--- src/rtl/id_operand_stage.sv ---
// RV32I decode/operand stage in front of the ALU.
// It reads the register file and tracks in-flight destinations, stalling reads of pending results.
module id_operand_stage #(
   parameter int XLEN       = 32,
   parameter bit RESET_REGS = 1'b1
) (
   input  logic            clk,
   input  logic            rst,
   input  logic            in_valid,
   output logic            in_ready,
   input  logic [31:0]     in_instr,
   input  logic            wb_en,
   input  logic [4:0]      wb_rd,
   input  logic [XLEN-1:0] wb_data,
   output logic            out_valid,
   input  logic            out_ready,
   output logic [3:0]      alu_op,
   output logic [XLEN-1:0] alu_d1,
   output logic [XLEN-1:0] alu_d2,
   output logic [4:0]      out_rd,
   output logic            out_illegal
);

   localparam logic [3:0] ALU_ADD  = 4'd0;
   localparam logic [3:0] ALU_SUB  = 4'd1;
   localparam logic [3:0] ALU_SLL  = 4'd2;
   localparam logic [3:0] ALU_SLT  = 4'd3;
   localparam logic [3:0] ALU_SLTU = 4'd4;
   localparam logic [3:0] ALU_XOR  = 4'd5;
   localparam logic [3:0] ALU_SRL  = 4'd6;
   localparam logic [3:0] ALU_SRA  = 4'd7;
   localparam logic [3:0] ALU_OR   = 4'd8;
   localparam logic [3:0] ALU_AND  = 4'd9;

   localparam logic [6:0] OPC_OP    = 7'b0110011;
   localparam logic [6:0] OPC_OPIMM = 7'b0010011;
   localparam logic [6:0] OPC_LUI   = 7'b0110111;

   localparam logic [6:0] F7_BASE = 7'b0000000;
   localparam logic [6:0] F7_ALT  = 7'b0100000;

   logic [6:0] opcode;
   logic [2:0] funct3;
   logic [6:0] funct7;
   logic [4:0] rs1;
   logic [4:0] rs2;
   logic [4:0] rd;

   assign opcode = in_instr[6:0];
   assign rd     = in_instr[11:7];
   assign funct3 = in_instr[14:12];
   assign rs1    = in_instr[19:15];
   assign rs2    = in_instr[24:20];
   assign funct7 = in_instr[31:25];

   logic [XLEN-1:0] regs_q [32];
   logic [XLEN-1:0] regs_d [32];
   logic [31:0]     busy_q;
   logic [31:0]     busy_d;

   logic            out_valid_q, out_valid_d;
   logic [3:0]      alu_op_q, alu_op_d;
   logic [XLEN-1:0] alu_d1_q, alu_d1_d;
   logic [XLEN-1:0] alu_d2_q, alu_d2_d;
   logic [4:0]      out_rd_q, out_rd_d;
   logic            out_illegal_q, out_illegal_d;

   logic [XLEN-1:0] rs1_val;
   logic [XLEN-1:0] rs2_val;
   logic [XLEN-1:0] imm_i;
   logic [XLEN-1:0] imm_u;
   logic [XLEN-1:0] shamt_imm;
   logic [XLEN-1:0] shamt_reg;

   logic [3:0]      base_op;
   logic [3:0]      dec_op;
   logic [XLEN-1:0] dec_d1;
   logic [XLEN-1:0] dec_d2;
   logic            dec_legal;
   logic            use_rs1;
   logic            use_rs2;
   logic            hazard;
   logic            accept;

   // Register file: a write-back in the same cycle as the read is forwarded.
   always_comb begin
      rs1_val = '0;
      rs2_val = '0;
      if (rs1 != 5'd0) begin
         rs1_val = (wb_en && wb_rd == rs1) ? wb_data : regs_q[rs1];
      end
      if (rs2 != 5'd0) begin
         rs2_val = (wb_en && wb_rd == rs2) ? wb_data : regs_q[rs2];
      end
   end

   always_comb begin
      regs_d = regs_q;
      if (wb_en && wb_rd != 5'd0) begin
         regs_d[wb_rd] = wb_data;
      end
   end

   generate
      for (genvar gi = 0; gi < 32; gi++) begin : g_reg
         if (gi == 0) begin : g_zero
            always_ff @(posedge clk) begin
               regs_q[gi] <= '0;
            end
         end else if (RESET_REGS) begin : g_rst
            always_ff @(posedge clk) begin
               if (rst) begin
                  regs_q[gi] <= '0;
               end else begin
                  regs_q[gi] <= regs_d[gi];
               end
            end
         end else begin : g_norst
            always_ff @(posedge clk) begin
               regs_q[gi] <= regs_d[gi];
            end
         end
      end
   endgenerate

   assign imm_i     = {{(XLEN-12){in_instr[31]}}, in_instr[31:20]};
   assign imm_u     = XLEN'({in_instr[31:12], 12'b0});
   assign shamt_imm = {{(XLEN-5){1'b0}}, in_instr[24:20]};
   assign shamt_reg = {{(XLEN-5){1'b0}}, rs2_val[4:0]};

   // funct3 selects the same operation family for OP and OP-IMM.
   always_comb begin
      base_op = ALU_ADD;
      case (funct3)
         3'b000:  base_op = ALU_ADD;
         3'b001:  base_op = ALU_SLL;
         3'b010:  base_op = ALU_SLT;
         3'b011:  base_op = ALU_SLTU;
         3'b100:  base_op = ALU_XOR;
         3'b101:  base_op = ALU_SRL;
         3'b110:  base_op = ALU_OR;
         default: base_op = ALU_AND;
      endcase
   end

   always_comb begin
      dec_op    = ALU_ADD;
      dec_d1    = '0;
      dec_d2    = '0;
      dec_legal = 1'b0;
      use_rs1   = 1'b0;
      use_rs2   = 1'b0;
      case (opcode)
         OPC_OP: begin
            if (funct7 == F7_BASE) begin
               dec_legal = 1'b1;
               dec_op    = base_op;
            end else if (funct7 == F7_ALT && funct3 == 3'b000) begin
               dec_legal = 1'b1;
               dec_op    = ALU_SUB;
            end else if (funct7 == F7_ALT && funct3 == 3'b101) begin
               dec_legal = 1'b1;
               dec_op    = ALU_SRA;
            end
            use_rs1 = dec_legal;
            use_rs2 = dec_legal;
            dec_d1  = rs1_val;
            dec_d2  = (funct3 == 3'b001 || funct3 == 3'b101) ? shamt_reg : rs2_val;
         end
         OPC_OPIMM: begin
            dec_op = base_op;
            dec_d1 = rs1_val;
            dec_d2 = imm_i;
            if (funct3 == 3'b001) begin
               dec_legal = (funct7 == F7_BASE);
               dec_d2    = shamt_imm;
            end else if (funct3 == 3'b101) begin
               dec_legal = (funct7 == F7_BASE) || (funct7 == F7_ALT);
               dec_op    = (funct7 == F7_ALT) ? ALU_SRA : ALU_SRL;
               dec_d2    = shamt_imm;
            end else begin
               dec_legal = 1'b1;
            end
            use_rs1 = dec_legal;
         end
         OPC_LUI: begin
            dec_legal = 1'b1;
            dec_d2    = imm_u;
         end
         default: begin
            dec_legal = 1'b0;
         end
      endcase
      // Unsupported encodings present as a harmless ADD of zeros.
      if (!dec_legal) begin
         dec_op = ALU_ADD;
         dec_d1 = '0;
         dec_d2 = '0;
      end
   end

   always_comb begin
      hazard = (use_rs1 && busy_q[rs1] && !(wb_en && wb_rd == rs1)) ||
               (use_rs2 && busy_q[rs2] && !(wb_en && wb_rd == rs2));
   end

   assign in_ready = !hazard && (!out_valid_q || out_ready);
   assign accept   = in_valid && in_ready;

   // Set beats clear so a producer issued in its predecessor's write-back cycle stays pending.
   always_comb begin
      busy_d = busy_q;
      if (wb_en) begin
         busy_d[wb_rd] = 1'b0;
      end
      if (accept && dec_legal && rd != 5'd0) begin
         busy_d[rd] = 1'b1;
      end
      busy_d[0] = 1'b0;
   end

   always_comb begin
      out_valid_d   = out_valid_q;
      alu_op_d      = alu_op_q;
      alu_d1_d      = alu_d1_q;
      alu_d2_d      = alu_d2_q;
      out_rd_d      = out_rd_q;
      out_illegal_d = out_illegal_q;
      if (accept) begin
         out_valid_d   = 1'b1;
         alu_op_d      = dec_op;
         alu_d1_d      = dec_d1;
         alu_d2_d      = dec_d2;
         out_rd_d      = dec_legal ? rd : 5'd0;
         out_illegal_d = !dec_legal;
      end else if (out_ready) begin
         out_valid_d = 1'b0;
      end
   end

   always_ff @(posedge clk) begin
      if (rst) begin
         busy_q        <= '0;
         out_valid_q   <= 1'b0;
         alu_op_q      <= ALU_ADD;
         alu_d1_q      <= '0;
         alu_d2_q      <= '0;
         out_rd_q      <= '0;
         out_illegal_q <= 1'b0;
      end else begin
         busy_q        <= busy_d;
         out_valid_q   <= out_valid_d;
         alu_op_q      <= alu_op_d;
         alu_d1_q      <= alu_d1_d;
         alu_d2_q      <= alu_d2_d;
         out_rd_q      <= out_rd_d;
         out_illegal_q <= out_illegal_d;
      end
   end

   assign out_valid   = out_valid_q;
   assign alu_op      = alu_op_q;
   assign alu_d1      = alu_d1_q;
   assign alu_d2      = alu_d2_q;
   assign out_rd      = out_rd_q;
   assign out_illegal = out_illegal_q;

endmodule

--- config.mk ---
export PLATFORM = sky130hd
export DESIGN_NAME = id_operand_stage
export DESIGN_NICKNAME = d
export VERILOG_FILES = /design/src/rtl/id_operand_stage.sv
export SDC_FILE = /design/constraint.sdc
export NUM_CORES = 2
export LEC_CHECK = 0
export ABC_AREA = 1
export BUFFER_PORTS_ARGS = -buffer_cell sky130_fd_sc_hd__buf_2
export CORE_AREA = 3 3 346 348
export DETAILED_ROUTE_END_ITERATION = 7
export DIE_AREA = 0 0 349 351
export GPL_TIMING_DRIVEN = 1
export PLACE_DENSITY = 0.64
export SLEW_MARGIN = 20
export SYNTH_ARGS = -nofsm -noshare
export SYNTH_HDL_FRONTEND = slang
export SYNTH_SLANG_ARGS = --single-unit
--- constraint.sdc ---
create_clock -name clk -period 3.31 [get_ports clk]
set_input_delay 0 -clock clk [delete_from_list [all_inputs] [get_ports clk]]
set_output_delay 0 -clock clk [all_outputs]
set_load 0.05 [all_outputs]
==> flow_summary.json <==
{
  "outcome": "finished, final reports clean",
  "vias": 61800,
  "die_w_um": 349,
  "post_cts_buffers": 0,
  "clkLatencyLatePin_ns": 0.76,
  "wirelength_um": 252000,
  "firstDrtPassIters": 8,
  "period_share_pct": 92.7,
  "power_density_nw_per_um2": 483,
  "antenna_found_initial": 17,
  "rows": 125,
  "postCtsHoldBufs": 62,
  "detail-route-antenna-nets": 0,
  "min_period_ns": 3.07,
  "post_drt_wl_per_cell_um": 26.3,
  "slew_violations": 0,
  "setup_viol": 0,
  "portBuffers": 149,
  "drc": 0,
  "cts.sinks": 1098,
  "synth_most_common_cell": "nor2_1",
  "synthCells": 8258,
  "crit_arrival_ns": 3.69,
  "tns_ns": 0,
  "max_freq_mhz": 326,
  "power.leakage_uw": 0.0218,
  "ir_drop_v": 0.000419,
  "synth_nets": 8332,
  "grt.total_usage_pct": 39.8,
  "syn_area_sq_um": 57300,
  "core_sq_um": 117000,
  "htreeDepth": 3,
  "hp-start": "wb_data[5]",
  "grt_overflow": 0,
  "async_reset_ff_share_pct": 0,
  "place_inst": 9307,
  "drt_iter0_markers": 9139,
  "dp_hpwl_um": 143000,
  "cts_buffers": 120,
  "p_comb_share_pct": 12.5,
  "die_y_um": 351,
  "relSlewSlack_pct": 21.4,
  "io_pins": 150,
  "hold_path.class": "input port to flip-flop",
  "seqPwrFrac_pct": 43.5,
  "die_area_sq_um": 122000,
  "grt_max_degree": 140,
  "fin_cells": 9590,
  "cts_resized": 0,
  "fin_ws_ns": 0.241,
  "synth-seq-area-share_pct": 38.4,
  "syn2layout_area_growth_pct": 11.8,
  "place_ws_ns": 0.378,
  "cp_cell_sequence": "dlygate4sd3_1 -> buf_2 -> nor3b_1 -> dlygate4sd3_1 -> nand2_1 -> buf_4 -> inv_1 -> nand2_1 -> a21oi_1 -> nand3_1 -> nand4_4 -> nor2_4 -> buf_4 -> nand2_1 -> a21oi_1 -> dlygate4sd3_1",
  "rsz0062_at_grt": "false",
  "fin_util_pct": 55.0,
  "clockBufferDepth": 3,
  "via_per_inst": 6.44,
  "cts-root-buf": "clkbuf_16",
  "swShare_pct": 28.2,
  "synth.avg_cell_area_sq_um": 6.94,
  "maxCapViolCount": 0,
  "start_util_pct": 49.2,
  "ys_types": 41,
  "drive_gt1_share_pct": 7.95,
  "crit_type": "input port to flip-flop",
  "cp-startpoint": "in_instr[5]",
  "place_congestion": 0.974,
  "grt_pass1_wl_um": 370000,
  "yosys.area.top_type": "dfxtp_1",
  "timing.rr.start": "busy_q[27]",
  "path_clk_slew_ns": 0.06,
  "netSwitchingPower_uw": 8720,
  "start_kind": "input port",
  "end_kind": "flip-flop",
  "tightest_slew_ns": 1.18,
  "cp.required_ns": 3.93,
  "cp_max_fo": 55,
  "critPathMaxStageDelay_ns": 0.60,
  "ys_ff_latch": 1098,
  "p_int_uw": 22200,
  "crit_slowest_cell": "dlygate4sd3_1",
  "synth_top_area_share_pct": 38.4,
  "synth_flop_cell": "dfxtp_1",
  "finClkSkew_ns": 0.0447,
  "clockPowerShare_pct": 44.0,
  "ys_top_cells_by_count": "nor2_1 (1234), dfxtp_1 (1098), o21ai_0 (1006)",
  "finalPower_uw": 31000,
  "synth_area_leaders": "dfxtp_1 (38%), a211oi_1 (13%), o21ai_0 (8.8%)",
  "fin_nets": 8041,
  "hold_viol": 0,
  "synth-edff-count": 0,
  "grt_pass1_vias": 55200,
  "yosys_warnings": 0,
  "cts_tree": "done"
}
-- layout make-up --
type	count	area (sq um)
Antenna cell	7	17.5
Clock buffer	181	3560
Clock inverter	33	383
Fill cell	11200	52400
Inverter	501	1920
Multi-Input combinational cell	5786	29900
Sequential cell	1098	22000
Tap cell	1524	1910
Timing Repair Buffer	460	4390
-- worst max-delay path: cells and delay by family --
family | cells | cell delay [ns]
buf+inv | 7 | 2.48
compound gates | 2 | 0.28
simple gates | 7 | 0.92
-- flip-flops by register name (all words and copies together) (netlist names) --
signal	cells
out_valid	1
alu_d1	32
busy_q	31
regs_q	992
out_illegal	1
alu_d2	32
alu_op	4
out_rd	5
-- worst paths after layout --
kind / slack, ns / cells past startpoint / to
min: 0.06 / 4 / regs_q[773]
max: 0.24 / 16 / out_rd[4]
min reg2reg: 0.46 / 2 / alu_d2[22]
max reg2reg: 0.50 / 13 / out_rd[4]
-- per-layer routing --
| metal | routed length [um] | vias up | part of all wire, % | global-route usage (%) |
|---|---|---|---|---|
| met2 | 105000 | 4076 | 42 | 58.8 |
| li1 | - | 28400 | - | - |
| met5 | 88 | - | 0.035 | 0 |
| met3 | 30200 | 932 | 12 | 9.33 |
| met1 | 97300 | 28400 | 39 | 51.8 |
| met4 | 19600 | 12 | 7.8 | 26.1 |
-- layout by cell type (no fill, tap or decap), types with 4 or more instances in the layout --
master / instances
nor3_1: 28
o211ai_1: 135
a21oi_1: 910
nand2_1: 684
o22ai_1: 21
buf_8: 5
o31ai_1: 13
dlygate4sd3_1: 62
bufinv_16: 6
a21boi_1: 7
diode_2: 7
buf_12: 87
nand4_1: 16
buf_2: 141
nor2_1: 1219
dfxtp_1: 1098
inv_2: 9
clkbuf_16: 121
o2111ai_1: 18
clkinv_1: 10
clkbuf_8: 31
o21ai_1: 6
a211oi_1: 997
a31oi_1: 21
nor2_4: 36
inv_1: 476
nand3_1: 636
inv_8: 4
o221ai_1: 5
o21ai_0: 1006
a21boi_0: 5
clkbuf_1: 29
buf_4: 164
clkinv_2: 19
-- power groups by stage --
| stage | sequential, uW | clock, uW | combinational, uW |
|---|---|---|---|
| 3_3_place_gp | 13800 | 0 | 3620 |
| 3_5_place_dp | 13800 | 0 | 3630 |
| 4_1_cts | 13500 | 13700 | 3690 |
| 2_1_floorplan | 13700 | 0 | 2240 |
| 5_1_grt | 13500 | 14200 | 4060 |
| 6_report | 13500 | 13600 | 3860 |
-- per-stage QoR --
| step | instance area, sq um | hold slack (ns) |
|---|---|---|
| global placement | 59500 | 0.300 |
| floorplan | 57300 | 0.143 |
| finish | 64100 | 0.0634 |
| detailed placement | 59500 | 0.307 |
| CTS | 64100 | 0.0161 |
| global route | 64100 | 0.0496 |
-- logic make-up after synthesis --
logic type	synth area share [%]
flops	38.4
simple gates	19.0
xor+xnor	0.0459
compound gates	32.8
buf+inv	9.79
No activity file was read; power rests on OpenSTA's default activity.
